$ cat src/rtl/console_mux_pkg.sv
// Shared types and constants for the console mux.
// Used by the TX arbiter and the RX demux.
package console_mux_pkg;

  typedef enum logic [1:0] {
    S_IDLE = 2'd0,
    S_TAG  = 2'd1,
    S_WAIT = 2'd2,
    S_HOLD = 2'd3
  } arb_state_t;

  localparam logic [7:0] TAG_BASE = 8'h30;
  localparam logic [7:0] NEWLINE  = 8'h0A;

  function automatic int idle_cnt_w(input int t);
    return (t < 1) ? 1 : $clog2(t + 1);
  endfunction

endpackage

$ cat src/rtl/rr_pick.sv
// Round-robin priority picker: first request
// above `last`, wrapping around.
module rr_pick #(
  parameter int N  = 4,
  parameter int IW = (N > 1) ? $clog2(N) : 1
) (
  input  logic [N-1:0]  req,
  input  logic [IW-1:0] last,
  output logic [N-1:0]  gnt,
  output logic [IW-1:0] idx,
  output logic          any
);

  always_comb begin
    gnt = '0;
    idx = '0;
    any = 1'b0;
    for (int k = 1; k <= N; k++) begin
      if (!any && req[IW'((int'(last) + k) % N)]) begin
        any = 1'b1;
        gnt[IW'((int'(last) + k) % N)] = 1'b1;
        idx = IW'((int'(last) + k) % N);
      end
    end
  end

endmodule

$ cat src/rtl/uart_tx_arbiter.sv
// Line-granular round-robin share of one uart_tx
// between N_CH console sources, optional channel tag.
module uart_tx_arbiter
  import console_mux_pkg::*;
#(
  parameter int N_CH         = 4,
  parameter int IDLE_TIMEOUT = 1000,
  parameter int TAG_EN       = 1
) (
  input  logic              clk,
  input  logic              rst_n,
  input  logic [N_CH*8-1:0] in_data,
  input  logic [N_CH-1:0]   in_valid,
  output logic [N_CH-1:0]   in_ready,
  output logic [7:0]        tx_data,
  output logic              tx_start,
  input  logic              tx_done,
  output logic [N_CH-1:0]   grant,
  output logic              busy
);

  localparam int IW = $clog2(N_CH);
  localparam int CW = idle_cnt_w(IDLE_TIMEOUT);
  localparam logic [CW-1:0] TO = CW'(IDLE_TIMEOUT);

  arb_state_t      r_state;
  logic [N_CH-1:0] r_grant;
  logic [IW-1:0]   r_idx;
  logic [IW-1:0]   r_last;
  logic [CW-1:0]   r_cnt;
  logic            r_is_nl;
  logic            r_done_q;
  logic [7:0]      r_tx_data;
  logic            r_tx_start;

  logic [N_CH-1:0] w_pgnt;
  logic [IW-1:0]   w_pidx;
  logic            w_pany;
  logic [IW+2:0]   w_sel;
  logic [7:0]      w_byte;
  logic            w_hold;
  logic            w_xfer;
  logic            w_rise;

  rr_pick #(
    .N  (N_CH),
    .IW (IW)
  ) u_pick (
    .req  (in_valid),
    .last (r_last),
    .gnt  (w_pgnt),
    .idx  (w_pidx),
    .any  (w_pany)
  );

  assign w_sel  = {r_idx, 3'b000};
  assign w_byte = in_data[w_sel +: 8];
  assign w_hold = (r_state == S_HOLD);
  assign w_xfer = w_hold && in_valid[r_idx];
  // done_q resets high so a done already high never counts
  assign w_rise = tx_done && !r_done_q;

  assign in_ready = w_hold ? r_grant : '0;
  assign tx_data  = r_tx_data;
  assign tx_start = r_tx_start;
  assign grant    = r_grant;
  assign busy     = (r_state != S_IDLE);

  always_ff @(posedge clk or negedge rst_n) begin
    if (!rst_n) begin
      r_state    <= S_IDLE;
      r_grant    <= '0;
      r_idx      <= '0;
      r_last     <= IW'(N_CH - 1);
      r_cnt      <= '0;
      r_is_nl    <= 1'b0;
      r_done_q   <= 1'b1;
      r_tx_data  <= '0;
      r_tx_start <= 1'b0;
    end else begin
      r_done_q   <= tx_done;
      r_tx_start <= 1'b0;
      unique case (r_state)
        S_IDLE: begin
          if (w_pany) begin
            r_grant <= w_pgnt;
            r_idx   <= w_pidx;
            r_cnt   <= '0;
            r_state <= (TAG_EN != 0) ? S_TAG : S_HOLD;
          end
        end
        S_TAG: begin
          r_tx_data  <= TAG_BASE + 8'(r_idx);
          r_tx_start <= 1'b1;
          r_is_nl    <= 1'b0;
          r_state    <= S_WAIT;
        end
        S_HOLD: begin
          if (w_xfer) begin
            r_tx_data  <= w_byte;
            r_is_nl    <= (w_byte == NEWLINE);
            r_tx_start <= 1'b1;
            r_cnt      <= '0;
            r_state    <= S_WAIT;
          end else if (r_cnt == TO) begin
            r_last  <= r_idx;
            r_grant <= '0;
            r_state <= S_IDLE;
          end else begin
            r_cnt <= r_cnt + CW'(1);
          end
        end
        S_WAIT: begin
          if (w_rise) begin
            if (r_is_nl) begin
              r_last  <= r_idx;
              r_grant <= '0;
              r_state <= S_IDLE;
            end else begin
              r_cnt   <= '0;
              r_state <= S_HOLD;
            end
          end
        end
        default: r_state <= S_IDLE;
      endcase
    end
  end

endmodule

$ cat config.mk
export PLATFORM = sky130hd
export DESIGN_NAME = uart_tx_arbiter
export DESIGN_NICKNAME = d
export VERILOG_FILES = /design/src/rtl/console_mux_pkg.sv /design/src/rtl/rr_pick.sv /design/src/rtl/uart_tx_arbiter.sv
export SDC_FILE = /design/constraint.sdc
export NUM_CORES = 1
export LEC_CHECK = 0
export ABC_AREA = 0
export BUFFER_PORTS_ARGS = -buffer_cell sky130_fd_sc_hd__buf_2
export CORE_ASPECT_RATIO = 1.75
export CORE_MARGIN = 2
export CORE_UTILIZATION = 53
export DETAILED_ROUTE_END_ITERATION = 7
export GPL_TIMING_DRIVEN = 0
export PLACE_DENSITY = 0.91
export SLEW_MARGIN = 20
export SYNTH_ARGS = -nofsm -noshare
export SYNTH_HDL_FRONTEND = slang
export SYNTH_SLANG_ARGS = --single-unit
$ cat constraint.sdc
create_clock -name clk -period 4.3 [get_ports clk]
set_input_delay 0.215 -clock clk [delete_from_list [all_inputs] [get_ports clk]]
set_output_delay 0.215 -clock clk [all_outputs]
set_load 0.03 [all_outputs]
==> results of run 1 <==
==> area by class of cell <==
type / count / area share (%)
Buffer: 11 / 2.643
Inverter: 9 / 1.297
Tap cell: 48 / 2.307
Clock buffer: 8 / 3.844
Sequential cell: 31 / 29.94
Multi-Input combinational cell: 158 / 48.82
Timing Repair Buffer: 57 / 11.15
==> worst reg2reg max path, cell delays in order (launching register included) <==
cell	delay, ps
dfstp_2	600
buf_2	270
inv_1	180
ha_1	330
buf_6	130
mux4_2	530
buf_6	160
o41a_1	460
buf_6	170
nand4_1	90
o21ai_1	60
a221o_1	260
==> worst min path at each step <==
stage                    end  slack [ps]  cells after the start
floorplan           grant[0]         -80                      0
global placement    r_cnt[2]         280                      1
detailed placement  r_cnt[2]         290                      1
CTS                 r_done_q          50                      1
global route        r_done_q          50                      1
finish              r_done_q          60                      1
==> metrics by stage <==
step	worst slack [ps]	hold WS [ps]	total power, mW	util (%)
after global routing	793.4	54.59	1.192	66.70
after global placement	1079	280.3	0.8628	63.88
after detailed placement	963.8	287.1	0.8805	63.88
after floorplan	1260	-80.59	0.7431	-
final	934.8	58.49	1.127	66.70
after CTS	929.8	53.59	1.131	66.70
==> logic make-up after synthesis <==
group,count (synthesis),synth area share (%)
compound gates,58,18.01
simple gates,68,17.08
flops,31,36.20
buf+inv,20,4.764
xor+xnor,1,0.4068
mux,21,17.72
fa+ha+maj,10,5.811
==> power groups by stage <==
stage / Sequential, mW / Combinational [mW] / Clock (mW)
global route: 0.407 / 0.520 / 0.264
CTS: 0.398 / 0.482 / 0.251
floorplan: 0.476 / 0.267 / 0
global placement: 0.400 / 0.463 / 0
finish: 0.398 / 0.481 / 0.249
detailed placement: 0.404 / 0.477 / 0
==> routing by layer <==
metal	GRT usage, %	vias to the layer above	routed length, um
met4	15.15	0	221
li1	-	920	-
met2	44.65	47	3124
met5	0	-	0
met1	26.46	971	1894
met3	5.236	23	166
==> repair_timing <==
| item | CTS | global route |
|---|---|---|
| hold endpoints to repair | 28 | 0 |
| gates resized for setup | 0 | 0 |
| hold buffers | 1 | 0 |
==> sequential cells by signal, summed over array words and instances, names as in the netlist <==
name      cells
tx_data       8
r_last        2
tx_start      1
grant         4
r_is_nl       1
r_idx         2
r_done_q      1
r_cnt        10
r_state       2
==> cell usage in the layout, fill, tap and decap left out, types with 4 or more instances in the layout <==
| master | instances |
|---|---|
| a22o_1 | 5 |
| clkbuf_8 | 7 |
| nor2_1 | 13 |
| nand3_1 | 9 |
| a22oi_1 | 4 |
| ha_1 | 10 |
| clkbuf_1 | 5 |
| dfrtp_1 | 28 |
| a31oi_1 | 6 |
| inv_1 | 9 |
| mux2_2 | 4 |
| and3_1 | 7 |
| a21oi_1 | 8 |
| nand2_1 | 16 |
| mux4_2 | 12 |
| o21ai_0 | 18 |
| mux2i_1 | 4 |
| buf_2 | 57 |
==> impl_metrics.yaml, run 1 <==
min_path:
  min_from: "tx_done"
  hp-class: "input pin to flop"
clock_tree:
  clk_pin_slew_worst_paths_ps: 60
  cts_root_buffer: "clkbuf_8"
  clk_latency_ps: 280
  cts_setup_buffers: 0
  cts_num_sinks: 31
  cts_buffers: 5
  cts_htree_levels: 2
  cts_tree: "built"
  cts_buffer_depth: 2
power_and_ir_drop:
  p_comb_share_pct: 42.7
  powerDensity_nw_per_um2: 433.0
  intPower_uw: 689.7
  vdd_drop_max_v: 0.0003795
  clkPwrFrac_pct: 22.0
  swShare_pct: 38.82
  power_leakage_nw: 1.173
  seqPwrFrac_pct: 35.3
  switchingPower_uw: 437.7
sta:
  hold_viol_final: 0
  setup_viol: 0
  min_period_ps: 3365
  fmax_mhz: 297.2
  slew_headroom_pct: 54.93
  tightest_slew_ps: 676.1
  slew_violations: 0
  rsz0062_at_grt: "false"
  clock_skew_ps: 7.229
  tns_ps: 0
  period_share_pct: 78.26
drt:
  remaining_drc_errors: 0
  first_pass_iters: 4
  vias_per_cell: 6.090
  wire_per_inst_um: 16.79
  num_vias: 1961
  drt-initial-drc-count: 40
  finalWirelength_um: 5407
  ant_nets: 0
global_route:
  grt_antenna_before_repair: 0
  grtUsageTotal_pct: 25.12
  grt_pass1_wl_um: 8666
  grt_overflow: 0
  grt_max_degree: 32
  first_global_vias: 1959
flow_run:
  maxCapViolCount: 0
worst_setup_path:
  critical_path.reg2reg.startpoint: "r_last[0]"
  path_cells: "buf_2 -> inv_1 -> ha_1 -> buf_6 -> mux4_2 -> buf_6 -> o41a_1 -> buf_6 -> nand4_1 -> o21ai_1 -> a221o_1"
  cp-endpoint: "grant[2]"
  cp.required_ps: 4460
  critPathMaxStageDelay_ps: 600
  endpoint_kind: "flop"
  startpoint: "r_last[0]"
  rr_endpoint: "grant[2]"
  slowest_stage: "dfstp_2"
  cp.arrival_ps: 3530
  crit_path_max_fanout: 10
  crit_buf_inv: 5
  path_common_cell: "buf_6"
  cpLargestDelayFamily: "buffers and inverters"
  critPathKind: "flop to flop"
  path_depth: 11
  crit_path_start_kind: "flop"
  reg2reg_slack_ps: 930
  reg2regPathDepth: 11
finish:
  area.growth.synth_to_final_pct: 20.92
  final_area_um2: 2604
  diodes: 0
  multi_input_area_um2: 1271
  fin_nets: 322
  instances_no_fill: 322
  drive_above_1_share_pct: 34.31
  regArea_um2: 779.5
  n_fill_cell: 324
synthesis:
  synth_fp_nets: 258
  synth_ff_type: "dfrtp_1"
  synth-seq-cells: 31
  syn_inst: 209
  synth_edf_count: 0
  async_reset_ff_share_pct: 100.0
  seq_area_frac_synth_pct: 36.20
  yosysUniqueCellTypes: 51
  synth_largest_area_cell: "dfrtp_1"
  synth.most_common_cell: "dfrtp_1"
  yosysWarningCount: 0
  syn-cell-area_um2: 2153
  synth_top_area_share_pct: 32.54
  synth.top_cells.by_count: "dfrtp_1, o21ai_0, nand2_1, nor2_1, mux4_2"
  synth_area_per_cell_um2: 10.30
  netlist_top_cells_area: "dfrtp_1, mux4_2, ha_1"
floorplanning:
  design.core.area_um2: 3904
  die-area_um2: 4609
  chipWidth_um: 52.19
  num_rows: 30
  initial_core_util_pct: 55.16
  ios: 57
  fp.dieH_um: 88.32
placement:
  post-dp-hpwl_um: 4225
  placed_cells: 313
  gp_congestion: 0.7934
  io_buffers: 56
  postPlaceCellArea_um2: 2494
status:
  outcome: "complete, no violations"
(Power assumes the default switching activity.)
==> inputs of run 2 (changes only) <==
- clock period: 4.3 -> 3.22 ns (I/O delays scaled with it)
==> impl_metrics.yaml, run 2 (synthesis gave the netlist of run 1 again) <==
status:
  outcome: "complete, no violations"
drt:
  wire_per_inst_um: 17.34
  ant_nets: 0
  vias_per_cell: 6.198
  first_pass_iters: 4
  num_vias: 2033
  finalWirelength_um: 5686
  drt-initial-drc-count: 50
  remaining_drc_errors: 0
sta:
  hold_viol_final: 0
  setup_viol: 0
  min_period_ps: 3102
  slew_headroom_pct: 54.94
  period_share_pct: 96.34
  tightest_slew_ps: 675.9
  tns_ps: 0
  timing.final.ws_setup_ps: 118.0
  hold_ws_ps: 344.9
  slew_violations: 0
  rsz0062_at_grt: "false"
  clock_skew_ps: 9.000
  fmax_mhz: 322.4
min_path:
  min_from: "in_data[21]"
  hp-class: "input pin to flop"
power_and_ir_drop:
  vdd_drop_max_v: 0.0005198
  intPower_uw: 926.7
  switchingPower_uw: 590.2
  seqPwrFrac_pct: 35.1
  powerDensity_nw_per_um2: 568.4
  swShare_pct: 38.91
  clkPwrFrac_pct: 22.0
  report.power.total_mw: 1.517
  power_leakage_nw: 1.201
  p_comb_share_pct: 43.0
placement:
  pre_cts_slack_ps: -116.2
  gp_congestion: 0.7934
  post-dp-hpwl_um: 4225
  io_buffers: 56
  placed_cells: 313
worst_setup_path:
  critPathKind: "flop to flop"
  cp.arrival_ps: 3260
  crit_path_max_fanout: 10
  endpoint_kind: "flop"
  critical_path.reg2reg.startpoint: "r_last[0]"
  cp.required_ps: 3380
  crit_path_start_kind: "flop"
  startpoint: "r_last[0]"
clock_tree:
  cts_buffers: 5
  clk_latency_ps: 290
  clk_pin_slew_worst_paths_ps: 70
  cts_tree: "built"
  cts_root_buffer: "clkbuf_8"
  cts_buffer_depth: 2
  cts_num_sinks: 31
  cts_htree_levels: 2
finish:
  n_fill_cell: 316
  fin_nets: 328
  instances_no_fill: 328
  top_register: "r_cnt"
  mostFrequentLayoutCells: "buf_2, dfrtp_1, o21ai_0, nand2_1, nor2_1"
  largest_reg_flops: 10
  diodes: 0
  mostFrequentLayoutCell: "buf_2"
  area.growth.synth_to_final_pct: 23.94
  drive_above_1_share_pct: 36.07
global_route:
  grt_overflow: 0
  grtUsageTotal_pct: 25.47
  first_global_vias: 1963
  grt_antenna_before_repair: 0
  grt_max_degree: 32
  grt_pass1_wl_um: 8763
flow_run:
  maxCapViolCount: 0
floorplanning:
  num_rows: 30
  die-area_um2: 4609
  ios: 57
  chipWidth_um: 52.19
  initial_core_util_pct: 55.16
  design.core.area_um2: 3904
  fp.dieH_um: 88.32
[run 2: repair_timing]
item                                    in CTS  in global routing
endpoints found under the setup margin      14                 11
hold buffers                                 2                  0
hold endpoints to repair                    29                  0
pin swaps                                    0                  1
gates resized for setup                      2                  3
buffers inserted                             1                  4
[run 2: routing by layer]
metal  up-vias  global-route usage [%]  wire (um)
li1        933                       -          -
met1       982                   27.02       1960
met2        86                   45.34       3191
met3        32                   5.068        257
met4         0                   15.15        276
met5         -                       0          0
[run 2: critical path, cell delays in order, from the launching register on]
cell	delay (ps)
dfstp_2	570
buf_8	150
clkinvlp_4	120
ha_1	310
buf_6	130
mux4_2	530
buf_6	160
o41a_1	410
buf_6	170
nand4_1	90
o21ai_1	70
a221o_1	260
[run 2: metrics by stage]
stage	instance area [um^2]	utilization [%]
after floorplan	2153	-
after global placement	2494	63.88
after detailed placement	2494	63.88
after CTS	2628	67.31
after global routing	2669	68.37
final	2669	68.37
[run 2: path summary, 6_finish.rpt]
check                        endpoint  slack (ps)  cells after the start
hold / removal             tx_data[5]         340                      3
max in group asynchronous    tx_start        2330                      2
setup reg to reg             grant[2]         120                     11
min in group asynchronous    r_cnt[8]         450                      2
setup / recovery             grant[2]         120                     11
hold reg to reg              r_cnt[8]         490                      1
[run 2: area by class of cell]
| cell class | instances | area [um^2] | share of cell area [%] |
|---|---|---|---|
| well taps | 48 | 60.06 | 2.250 |
| repair buffers | 63 | 337.8 | 12.66 |
| clock buffers | 8 | 100.1 | 3.751 |
| flip-flops and latches | 31 | 779.5 | 29.21 |
| plain buffers | 11 | 78.83 | 2.954 |
| multi-input cells | 158 | 1271 | 47.63 |
| inverters | 9 | 41.29 | 1.547 |
[run 2: power by group through the flow]
| stage | combinational [mW] | clock (mW) | sequential [mW] |
|---|---|---|---|
| finish | 0.652 | 0.333 | 0.532 |
| global route | 0.705 | 0.353 | 0.544 |
| CTS | 0.647 | 0.336 | 0.531 |
| detailed placement | 0.637 | 0 | 0.539 |
| global placement | 0.618 | 0 | 0.534 |
| floorplan | 0.357 | 0 | 0.635 |
